File: config.mk
export PLATFORM = sky130hd
export DESIGN_NAME = pool_out_packer_flat
export DESIGN_NICKNAME = d
export VERILOG_FILES = /design/src/rtl/accel_pkg.sv /design/src/rtl/pool_out_packer_if.sv /design/src/rtl/out_fifo.sv /design/src/rtl/pool_out_packer.sv /design/src/flat_wrapper.sv
export SDC_FILE = /design/constraint.sdc
export NUM_CORES = 1
export LEC_CHECK = 0
export CAP_MARGIN = 20
export CORE_MARGIN = 5
export CORE_UTILIZATION = 30
export CTS_CLUSTER_SIZE = 25
export DETAILED_ROUTE_END_ITERATION = 16
export GPL_TIMING_DRIVEN = 0
export SYNTH_ARGS = -nofsm -noshare
export SYNTH_HDL_FRONTEND = slang
export SYNTH_SLANG_ARGS = --single-unit
File: constraint.sdc
create_clock -name clk -period 6.24 [get_ports clk]
set_clock_uncertainty 0.05 [all_clocks]
set_input_delay 1.56 -clock clk [delete_from_list [all_inputs] [get_ports clk]]
set_output_delay 1.56 -clock clk [all_outputs]
set_load 0.005 [all_outputs]
File: src/rtl/accel_pkg.sv
// Shared definitions for the conv/activation/pool accelerator datapath.
//   - default sample format (N,Q) and packing geometry
//   - derivation of the pooled-sample count per frame from MAP_SIZE/k/p
//   - state encoding of the output packer FSM
package accel_pkg;

    localparam int N_DEF        = 8;   // sample width
    localparam int Q_DEF        = 4;   // fractional bits (data is never interpreted here)
    localparam int L_DEF        = 4;   // samples per packed word
    localparam int DEPTH_DEF    = 8;   // output FIFO depth in words
    localparam int MAP_SIZE_DEF = 10;  // input feature map edge
    localparam int K_DEF        = 3;   // conv kernel edge
    localparam int P_DEF        = 2;   // pooling window edge

    // Pooled samples per frame: ((MAP_SIZE-k+1)/p)**2
    function automatic int out_cnt_f(input int map_size, input int k, input int p);
        int edge_len;
        edge_len = (map_size - k + 1) / p;
        return edge_len * edge_len;
    endfunction

    localparam int OUT_CNT_DEF = out_cnt_f(MAP_SIZE_DEF, K_DEF, P_DEF);

    // Width of a counter that must hold 0..n inclusive
    function automatic int cnt_w(input int n);
        return $clog2(n + 1);
    endfunction

    typedef enum logic [0:0] {
        ACCUM = 1'b0,  // collecting samples, pushes succeed immediately
        FLUSH = 1'b1   // a terminating partial word waits for a free FIFO slot
    } pack_state_t;

endpackage

File: src/rtl/pool_out_packer_if.sv
// Packed-word stream from the pool output packer toward the memory writer.
//   m_data  : packed word, lane 0 in the LSBs
//   m_valid : word available
//   m_ready : consumer accepts the word when m_valid && m_ready
//   m_last  : word is the final word of its frame
interface pool_out_packer_if #(
    parameter int W = 32
) ();
    logic [W-1:0] m_data;
    logic         m_valid;
    logic         m_ready;
    logic         m_last;

    modport master (output m_data, output m_valid, output m_last, input m_ready);
    modport slave  (input m_data, input m_valid, input m_last, output m_ready);
endinterface

File: src/rtl/out_fifo.sv
// Synchronous show-ahead FIFO used by pool_out_packer.
//   clk, rst_n : clock, asynchronous active-low reset
//   clr        : synchronous clear, wins over push/pop
//   push, din  : write request and data (ignored when full unless a pop frees the slot)
//   pop, dout  : read request and head word (dout is 0 while empty)
//   full, empty, level : occupancy status
module out_fifo #(
    parameter int W     = 33,
    parameter int DEPTH = 8
) (
    input  logic                     clk,
    input  logic                     rst_n,
    input  logic                     clr,
    input  logic                     push,
    input  logic [W-1:0]             din,
    input  logic                     pop,
    output logic [W-1:0]             dout,
    output logic                     full,
    output logic                     empty,
    output logic [$clog2(DEPTH):0]   level
);
    localparam int AW = $clog2(DEPTH);

    logic [W-1:0]  mem [DEPTH];
    logic [AW-1:0] wr_ptr_q, wr_ptr_d;
    logic [AW-1:0] rd_ptr_q, rd_ptr_d;
    logic [AW:0]   count_q,  count_d;
    logic          do_push, do_pop;

    assign empty = (count_q == '0);
    assign full  = (count_q == (AW+1)'(DEPTH));
    assign level = count_q;
    // Head is read combinationally so the consumer sees it the cycle after the push.
    assign dout  = empty ? '0 : mem[rd_ptr_q];

    // A push at full is legal when the head leaves in the same cycle.
    assign do_pop  = pop && !empty;
    assign do_push = push && (!full || do_pop);

    always_comb begin
        wr_ptr_d = wr_ptr_q;
        rd_ptr_d = rd_ptr_q;
        count_d  = count_q;
        if (do_push) wr_ptr_d = wr_ptr_q + AW'(1);   // DEPTH is a power of 2: wraps naturally
        if (do_pop)  rd_ptr_d = rd_ptr_q + AW'(1);
        if (do_push && !do_pop)      count_d = count_q + (AW+1)'(1);
        else if (do_pop && !do_push) count_d = count_q - (AW+1)'(1);
    end

    always_ff @(posedge clk or negedge rst_n) begin
        if (!rst_n) begin
            wr_ptr_q <= '0;
            rd_ptr_q <= '0;
            count_q  <= '0;
        end else if (clr) begin
            wr_ptr_q <= '0;
            rd_ptr_q <= '0;
            count_q  <= '0;
        end else begin
            wr_ptr_q <= wr_ptr_d;
            rd_ptr_q <= rd_ptr_d;
            count_q  <= count_d;
        end
    end

    always_ff @(posedge clk) begin
        if (do_push && !clr) mem[wr_ptr_q] <= din;
    end
endmodule

File: src/rtl/pool_out_packer.sv
// pool_out_packer: packs L pooled N-bit samples into N*L-bit words (lane 0 in the LSBs),
// marks the final word of each frame and buffers words in a DEPTH-entry FIFO.
// The upstream pooler cannot be stalled, so loss is reported through the sticky
// overflow flag instead of backpressure.
// Optional feature macro: FRAME_CHECK_EN adds the sticky frame_err output.
// Ports:
//   clk, global_rst_n : clock, asynchronous active-low reset
//   clr               : synchronous clear of lanes, counters, FIFO and flags
//   valid_in, end_in, data_in : pooler sample stream (valid_op / end_op / data_out)
//   m (master)        : packed-word stream m_data/m_valid/m_ready/m_last
//   frame_done        : high in the cycle whose edge pushes a frame's last word
//   overflow          : sticky, a word or sample was dropped
//   level             : FIFO occupancy
//   frame_err         : (FRAME_CHECK_EN) sticky short/over-long frame indication
module pool_out_packer
    import accel_pkg::*;
#(
    parameter int N       = N_DEF,
    parameter int L       = L_DEF,
    parameter int DEPTH   = DEPTH_DEF,
    parameter int OUT_CNT = OUT_CNT_DEF
) (
    input  logic                   clk,
    input  logic                   global_rst_n,
    input  logic                   clr,
    input  logic                   valid_in,
    input  logic                   end_in,
    input  logic [N-1:0]           data_in,
    pool_out_packer_if.master      m,
    output logic                   frame_done,
    output logic                   overflow,
    output logic [$clog2(DEPTH):0] level
`ifdef FRAME_CHECK_EN
    ,
    output logic                   frame_err
`endif
);
    localparam int W  = N * L;
    localparam int LW = (L > 1) ? $clog2(L) : 1;
    localparam int SW = cnt_w(OUT_CNT);

    pack_state_t   state_q, state_d;
    logic [W-1:0]  lanes_q, lanes_d;
    logic [LW-1:0] lane_cnt_q, lane_cnt_d;
    logic [SW-1:0] samp_cnt_q, samp_cnt_d;
    logic          overflow_q, overflow_d;

    logic          take, lane_full, at_count, term, can_push, pop;
    logic [SW-1:0] samp_cap;
    logic [W-1:0]  word_cap, push_word;
    logic          push, push_last;
    logic          fifo_full, fifo_empty;
    logic [W:0]    fifo_dout;

    // Samples offered while a flush is pending are lost, not captured.
    assign take      = valid_in && (state_q == ACCUM);
    assign samp_cap  = samp_cnt_q + SW'(take);
    assign lane_full = take && (lane_cnt_q == LW'(L - 1));
    assign at_count  = take && (samp_cap == SW'(OUT_CNT));
    // end_in after a count-terminated frame sees samp_cap==0 and is ignored.
    assign term      = at_count || (end_in && (samp_cap != '0));
    assign pop       = m.m_valid && m.m_ready;
    assign can_push  = !fifo_full || pop;

    // Lanes above the write position are always zero because lanes are cleared
    // after every push, so a partial word needs no extra masking.
    always_comb begin
        word_cap = lanes_q;
        if (take) word_cap[lane_cnt_q * N +: N] = data_in;
    end

    always_comb begin
        state_d    = state_q;
        lanes_d    = lanes_q;
        lane_cnt_d = lane_cnt_q;
        samp_cnt_d = samp_cnt_q;
        overflow_d = overflow_q;
        push       = 1'b0;
        push_word  = word_cap;
        push_last  = 1'b0;
        frame_done = 1'b0;
        case (state_q)
            ACCUM: begin
                lanes_d    = word_cap;
                samp_cnt_d = samp_cap;
                if (take) lane_cnt_d = lane_cnt_q + LW'(1);
                if (lane_full || term) begin
                    lanes_d    = '0;
                    lane_cnt_d = '0;
                    if (term) samp_cnt_d = '0;
                    push_last = term;
                    if (can_push) begin
                        push       = 1'b1;
                        frame_done = term;
                    end else if (term && !lane_full) begin
                        // Keep the partial last word and retry; counters already restart.
                        lanes_d = word_cap;
                        state_d = FLUSH;
                    end else begin
                        // Full word lost; counters still advance to keep frame alignment.
                        overflow_d = 1'b1;
                    end
                end
            end
            FLUSH: begin
                push_word = lanes_q;
                push_last = 1'b1;
                if (valid_in) overflow_d = 1'b1;
                if (can_push) begin
                    push       = 1'b1;
                    frame_done = 1'b1;
                    lanes_d    = '0;
                    state_d    = ACCUM;
                end
            end
            default: state_d = ACCUM;
        endcase
    end

    always_ff @(posedge clk or negedge global_rst_n) begin
        if (!global_rst_n) begin
            state_q    <= ACCUM;
            lanes_q    <= '0;
            lane_cnt_q <= '0;
            samp_cnt_q <= '0;
            overflow_q <= 1'b0;
        end else if (clr) begin
            state_q    <= ACCUM;
            lanes_q    <= '0;
            lane_cnt_q <= '0;
            samp_cnt_q <= '0;
            overflow_q <= 1'b0;
        end else begin
            state_q    <= state_d;
            lanes_q    <= lanes_d;
            lane_cnt_q <= lane_cnt_d;
            samp_cnt_q <= samp_cnt_d;
            overflow_q <= overflow_d;
        end
    end

    assign overflow = overflow_q;

`ifdef FRAME_CHECK_EN
    logic frame_err_q, frame_err_d;
    logic await_end_q, await_end_d;   // frame hit OUT_CNT without end_in

    always_comb begin
        frame_err_d = frame_err_q;
        await_end_d = await_end_q;
        if (take && await_end_q) begin
            // First sample past OUT_CNT: flag it, it opens the next frame.
            frame_err_d = 1'b1;
            await_end_d = 1'b0;
        end
        if (end_in) begin
            await_end_d = 1'b0;
            if ((samp_cap != '0) && (samp_cap != SW'(OUT_CNT))) frame_err_d = 1'b1;
        end
        if (at_count && !end_in) await_end_d = 1'b1;
    end

    always_ff @(posedge clk or negedge global_rst_n) begin
        if (!global_rst_n) begin
            frame_err_q <= 1'b0;
            await_end_q <= 1'b0;
        end else if (clr) begin
            frame_err_q <= 1'b0;
            await_end_q <= 1'b0;
        end else begin
            frame_err_q <= frame_err_d;
            await_end_q <= await_end_d;
        end
    end

    assign frame_err = frame_err_q;
`endif

    out_fifo #(
        .W     (W + 1),
        .DEPTH (DEPTH)
    ) u_fifo (
        .clk   (clk),
        .rst_n (global_rst_n),
        .clr   (clr),
        .push  (push),
        .din   ({push_last, push_word}),
        .pop   (pop),
        .dout  (fifo_dout),
        .full  (fifo_full),
        .empty (fifo_empty),
        .level (level)
    );

    assign m.m_data  = fifo_dout[W-1:0];
    assign m.m_last  = fifo_dout[W];
    assign m.m_valid = !fifo_empty;
endmodule

File: src/flat_wrapper.sv
// flat-port wrapper written by rule: the top's interface ports become plain ports
module pool_out_packer_flat import accel_pkg::*;
#(
    parameter int N       = N_DEF,
    parameter int L       = L_DEF,
    parameter int DEPTH   = DEPTH_DEF,
    parameter int OUT_CNT = OUT_CNT_DEF
)
  (clk, global_rst_n, clr, valid_in, end_in, data_in, frame_done, overflow, level, m_m_data, m_m_valid, m_m_last, m_m_ready);
  pool_out_packer_if #(.W(32)) m_i ();
  input  logic clk;
  input  logic global_rst_n;
  input  logic clr;
  input  logic valid_in;
  input  logic end_in;
  input  logic [N-1:0] data_in;
  output logic frame_done;
  output logic overflow;
  output logic [$clog2(DEPTH):0] level;
  output wire logic [$bits(m_i.m_data)-1:0] m_m_data;
  output wire logic [$bits(m_i.m_valid)-1:0] m_m_valid;
  output wire logic [$bits(m_i.m_last)-1:0] m_m_last;
  input wire logic [$bits(m_i.m_ready)-1:0] m_m_ready;
  assign m_m_data = m_i.m_data;
  assign m_m_valid = m_i.m_valid;
  assign m_m_last = m_i.m_last;
  assign m_i.m_ready = m_m_ready;
  pool_out_packer #(.N(N), .L(L), .DEPTH(DEPTH), .OUT_CNT(OUT_CNT)) u_core (.clk(clk), .global_rst_n(global_rst_n), .clr(clr), .valid_in(valid_in), .end_in(end_in), .data_in(data_in), .m(m_i), .frame_done(frame_done), .overflow(overflow), .level(level));
endmodule
**Word level (Yosys, flattened, before mapping)**

Memory sizes are Yosys's and may differ from the RTL's.
Index checks and enable logic that the tools add are counted.

- $add $sub $neg: 7
- Multiply operators: 0
- Divide/modulo/power cells: 0
- $lt $le $gt $ge: 0
- Equality and inequality tests: 9
- Shifts and indexed selects: 2
- Multiplexer cells: 47
- Bitwise logic cells: 1
- Reduce and logical (&&, ||, !) cells: 29

Operator list:

| operator | number |
|---|---|
| 32-bit 2-to-1 mux | 7 |
| 32-bit case mux with 2 select lines | 1 |
| 5-bit negator with 34-bit output | 1 |
| 8-bit by 34-bit variable shift with 32-bit output, first input constant | 1 |
| 8-bit by 34-bit variable part select with 32-bit output | 1 |
| 33-bit 2-to-1 mux | 1 |
| 32-bit bitwise mux | 1 |
| 5-bit 2-to-1 mux | 4 |
| 1-bit 2-to-1 mux | 17 |
| 3-bit inequality test, second input constant | 5 |
| 3-bit 2-to-1 mux | 4 |
| 4-bit 2-to-1 mux | 3 |
| 1-bit logical AND | 11 |
| 1-bit case mux with 2 select lines | 5 |
| 2-bit 2-to-1 mux | 4 |
| 3-bit by 1-bit adder with 3-bit output, second input constant | 2 |
| 1-bit logical NOT | 6 |
| 3-bit nonzero test | 2 |
| 5-bit by 1-bit adder with 5-bit output | 1 |
| 5-bit == test, second input constant | 1 |
| 5-bit nonzero test | 1 |
| 4-bit by 1-bit adder with 4-bit output, second input constant | 1 |
| 4-bit == test, second input constant | 1 |
| 4-bit logical NOT | 1 |
| 9 further kinds | 13 |

- Register bits: 51
- Latch bits: 0
- Bits in writable memories: 264
- Memory bits (read-only): 0
- Bits of input ports: 14
- Output and inout bits: 40
- Word-level logic and storage cells: 104
- Memories kept: 1

Memories:

| memory | words | bits a word | read ports | clocked after memory_dff | wr ports | line | RTL |
|---|---|---|---|---|---|---|---|
| u_core.u_fifo.mem | 8 | 33 | 1 | 0 | 1 | out_fifo.sv:24 | `logic [W-1:0] mem [DEPTH];` |

**Depth between registers and ports, before layout**

- Depth after elaboration: 15
- Mapped depth: 16
- Depth with buffers taken out: 14

**Cells and area by module**

From an unflattened synthesis, not the netlist that was laid out.

- Cells, all modules: 766
- Area total of the unflattened synthesis: 13,259.0 µm²

Modules (own cells, without submodules):

| module | times used | cells an instance | area an instance (µm²) | sequential area each (µm²) |
|---|---|---|---|---|
| out_fifo | 1 | 503 | 10,815.4 | 8,177.8 |
| pool_out_packer | 1 | 263 | 2,443.6 | 1,026.0 |

**Least setup slack after synthesis**

Ideal clock, no wire load.

- Path type: input-to-reg
- Start: input valid_in
- End: memory u_core.u_fifo.mem[6][0] (enable)
- Library setup time: 506 ps
- Arrival time: 6,570 ps
- Data required time: 5,684 ps
- Setup slack: -886 ps
- Stages on the path: 10
- Buffers on the path: 1
- Cells stage by stage: nor2b_1 buf_2 ha_1 ha_1 xor2_1 nor3_2 a311oi_2 a211oi_4 nand2_1 nor4_1

- Word-level cells in the longest chain between the ends: 12
- Elaborated cells between the ends (all ways): 15
- Those cells by class: 1 x add/sub; 1 x eq/ne; 4 x mux; 9 x reduce/logical

RTL lines:

| what | line | RTL |
|---|---|---|
| start, declared | flat_wrapper.sv:14 | `input logic valid_in;` |
| 1-bit logical AND * | pool_out_packer.sv:56 | `assign take = valid_in && (state_q == ACCUM);` |
| 5-bit by 1-bit adder with 5-bit output | pool_out_packer.sv:57 | `assign samp_cap = samp_cnt_q + SW'(take);` |
| 5-bit == test or 5-bit nonzero test (tied branches) | pool_out_packer.sv:59, pool_out_packer.sv:61 |  |
| 1-bit logical AND, on equally long branches | pool_out_packer.sv:59, pool_out_packer.sv:61 |  |
| 1-bit logical OR | pool_out_packer.sv:61 | `assign term = at_count \|\| (end_in && (samp_cap != '0));` |
| 1-bit logical OR * | pool_out_packer.sv:87 | `if (lane_full \|\| term) begin` |
| 1-bit 2-to-1 mux * | pool_out_packer.sv:87 |  |
| 1-bit case mux with 2 select lines * | pool_out_packer.sv:82 | `case (state_q)` |
| 1-bit logical AND * | out_fifo.sv:38 | `assign do_push = push && (!full \|\| do_pop);` |
| 1-bit logical AND * | out_fifo.sv:67 | `if (do_push && !clr) mem[wr_ptr_q] <= din;` |
| 1-bit 2-to-1 mux * | out_fifo.sv:67 |  |
| 1-bit 2-to-1 mux (implied by the code) * | out_fifo.sv:67 |  |
| end, declared | out_fifo.sv:24 |  |

Mark *: on every way between the ends. The rest lies on a longest branch, timed or not.

**Worst setup path in the final report**

- Start: input valid_in
- End: output frame_done

- Word-level cells in the longest chain between the ends: 8
- Elaborated cells between the ends (all ways): 12
- Those cells by class: 1 x add/sub; 1 x eq/ne; 3 x mux; 7 x reduce/logical

RTL lines:

| what | line | RTL |
|---|---|---|
| 1-bit logical AND * | pool_out_packer.sv:56 |  |
| 5-bit by 1-bit adder with 5-bit output | pool_out_packer.sv:57 |  |
| 5-bit == test or 5-bit nonzero test (tied branches) | pool_out_packer.sv:59, pool_out_packer.sv:61 |  |
| 1-bit logical AND, on equally long branches | pool_out_packer.sv:59, pool_out_packer.sv:61 |  |
| 1-bit logical OR | pool_out_packer.sv:61 |  |
| 1-bit 2-to-1 mux or 1-bit logical OR (tied branches) | pool_out_packer.sv:92, pool_out_packer.sv:87 |  |
| 1-bit 2-to-1 mux * | pool_out_packer.sv:87 |  |
| 1-bit case mux with 2 select lines * | pool_out_packer.sv:82 |  |
| end, declared | flat_wrapper.sv:17 | `output logic frame_done;` |

Marked as above.

==> metrics.md <==
| Metric | Value |
|---|---|
| Outcome | complete, no violations |
| Clk slew on worst S/H paths | about 0.050 ns |
| WHS Path Cells | 1 |
| Die height | between 200 and 250 µm |
| IO Count | 54 |
| Hold EP | u_core.lanes_q[19] |
| Drt first pass iters | 4 |
| Vias in the first global route | 7062 |
| Vias | between 6k and 7k |
| HP Start | u_core.lanes_q[19] |
| Worst slack, placed | 0.09728 ns |
| Leakage | between 5 and 6 nW |
| Net Count, Synth | 728 |
| Final Critical Period | 6.084 ns |
| Post-CTS Setup Inserts | 0 |
| Relative slew slack | 0.3365 |
| Synth Flop Type | edfxtp_1 |
| Met3 Track Usage GR | 0.02416 |
| Placer Congestion | between 0.7 and 0.8 |
| Critical path arrival | about 4.5 ns |
| Routed Wire Length | 29.15 mm |
| Setup ws final | 0.1563 ns |
| Routed len/inst | between 20 and 25 µm |
| Crit Path Max Fanout | 8 |
| Maxcap violations | 0 |
| # port buffers | 45 |
| Root Buffer | clkbuf_16 |
| Endpoints failing hold | 0 |
| GR met1 Demand/Resource | 0.1766 |
| Global routing's busiest layer | met2 |
| Synth warn | 0 |
| Nets | 839 |
| H-tree levels | 2 |
| Max VDD drop | between 0.15 and 0.2 mV |
| Async SR Flop Fraction | 0.1619 |
| Fin Hold WS | approximately 0.44 ns |
| Initial antenna violation count | 1 |
| Grt ovf | 0 |
| Design area | 15590 µm² |
| Die extent in x | 217.6 µm |
| Num CTS Buffers | 34 |
| FMAX | 0.1644 GHz |
| Final period utilization | 0.9749 |
| Final core utilization | 0.3635 |
| Post-synth EDFFs | around 260 |
| Post-CTS Hold Buffers | 0 |
| Slew Viols, Final | 0 |
| Share of cells above drive strength 1 | 0.2170 |
| P&R area growth vs syn | 20.53% |
| First-pass GRT wire length | 44.30 mm |
| Placed inst area | 14540 µm² |
| Initial Utilization | 0.3016 |
| Clk sinks | 315 |
| Antenna Nets Post-Route | 0 |
| Pwr dens | 364.1 nW/µm² |
| GRT Overall Usage | 0.1223 |
| Hold Crit Class | reg -> reg |
| Max clock buf depth | 3 |
| Actual slew at the worst max-slew pin | 0.9952 ns |
| Synth unique cells | slightly below 50 |
| Pin count of the biggest net entering global routing | 40 |
| Dpl hpwl | 19.84 mm |
| Met2 global-route usage | 0.1947 |
| Clock latency on the worst-skew pair | 0.51 ns |
| Seq cells post-synth | 315 |
| Setup TNS | 0 ns |
| R2R Path End | u_core.u_fifo.mem[7][20] |
| Seq/Total Area, Yosys | 0.7116 |
| Unrepaired setup endpoints after global routing | no |
| Core area | 42890 µm² |
| Avg Cell Area, Syn | 18.45 µm² |
| Post-Synthesis Cells | ~700 |
| Die area | around 47000 µm² |
| Crit path capture type | output pin |
| DRT iter0 DRCs | about 500 |
| Final Setup Violations | 0 |
| R2R Setup Slk | 1.97 ns |
| CP startpoint kind | input pin |
| Start of the worst register-to-register path | u_core.state_q |
| # DRC | 0 |
| WS Path Type | in -> out |
| Post-Syn Area | 12930 µm² |
| Cell Rows | 76 |
| Fillers | 4018 |
| Worst Reg-to-Reg Cells | 13 |
| Worst Path Required | 4.63 ns |
| Vias per cell | 4.829 |
| CTS tree | yes |
[worst max-delay path: stages]
cell and delay (ns):
clkdlybuf4s50_1 0.64, nor2b_1 0.16, buf_2 0.25, ha_1 0.27
ha_1 0.28, nor3_2 0.33, nand3_1 0.17, a21oi_2 0.27
nor2_1 0.07, clkdlybuf4s50_1 0.46
[worst max path at each step]
stage / from / end / slack, ns
after global routing: valid_in / frame_done / 0.04
after floorplan: valid_in / u_core.u_fifo.mem[3][0] / -0.03
after detailed placement: valid_in / frame_done / 0.1
after global placement: valid_in / u_core.u_fifo.mem[3][16] / -3.64
after CTS: valid_in / frame_done / 0.08
final: valid_in / frame_done / 0.16
[cells in the final DEF, fill, tap and decap left out, types with 5 or more instances in the layout]
master           count
ha_1                12
edfxtp_1           264
xor2_1               5
nand3_1              5
buf_1               11
buf_2               12
a22o_1              38
nand2_1             22
clkinv_1             6
mux2i_1             33
dfrtp_1             51
a32o_1              26
buf_6               28
mux4_2              66
clkbuf_16           35
clkbuf_1            29
nor2b_1              5
nor3_2               5
a21oi_1             16
inv_1               10
nor2_1              47
clkdlybuf4s50_1     44
[where the power goes]
group          total, W  internal (W)  switching (W)
clock           0.00189       0.00111       0.000772
sequential      0.00241       0.00236      0.0000471
combinational   0.00138      0.000671       0.000708
[timing repair]
action,CTS,global route
endpoints found under the hold margin,0,0
setup endpoints to repair,0,1
resized for setup,0,1
[stage by stage]
stage,std cells,total power (W)
global placement,1331,0.003830
floorplan,701,0.003236
finish,1420,0.005676
global route,1419,0.005957
detailed placement,1361,0.003872
CTS,1419,0.005772
[synthesized netlist by cell type, types with 5 or more instances]
master	number	area share
a21oi_1	17	0.0066
a22o_1	38	0.026
a32o_1	26	0.020
buf_1	11	0.0032
buf_2	11	0.0043
clkbuf_1	19	0.0055
dfrtp_1	51	0.099
edfxtp_1	264	0.61
ha_1	12	0.012
inv_1	10	0.0029
mux2i_1	33	0.026
mux4_2	66	0.11
nand2_1	22	0.0064
nand3_1	5	0.0019
nor2_1	48	0.014
nor2b_1	5	0.0024
nor3_1	6	0.0023
xor2_1	5	0.0034
[cell type report]
class	instances	area, µm²	area share
Timing Repair Buffer	75	800.8	0.05137
Tap cell	585	732.0	0.04695
Multi-Input combinational cell	333	3578	0.2296
Buffer	43	190.2	0.01220
Antenna cell	1	2.502	0.0001605
Sequential cell	315	9204	0.5904
Clock inverter	13	130.1	0.008347
Inverter	10	37.54	0.002408
Clock buffer	45	913.4	0.05859
[kinds of logic after synthesis]
group,count (synthesis),share of synthesized area
flops,315,0.7116
simple gates,112,0.04450
mux,103,0.1439
compound gates,98,0.06443
buf+inv,53,0.01761
fa+ha+maj,13,0.01316
xor+xnor,7,0.004740
[routing by layer]
| metal | part of all wire | vias up |
|---|---|---|
| met5 | 0.00027 | - |
| met4 | 0.014 | 2 |
| met3 | 0.050 | 33 |
| met2 | 0.47 | 154 |
| met1 | 0.46 | 3594 |
| li1 | - | 3074 |
[state kept, by name, indices dropped and copies added (netlist names)]
name / count
u_core.u_fifo.mem: 264
u_core.lanes_q: 32
u_core.samp_cnt_q: 5
u_core.u_fifo.level: 4
u_core.u_fifo.rd_ptr_q: 3
u_core.u_fifo.wr_ptr_q: 3
u_core.lane_cnt_q: 2
u_core.overflow: 1
u_core.state_q: 1
Power figures use the tool's default switching activity.
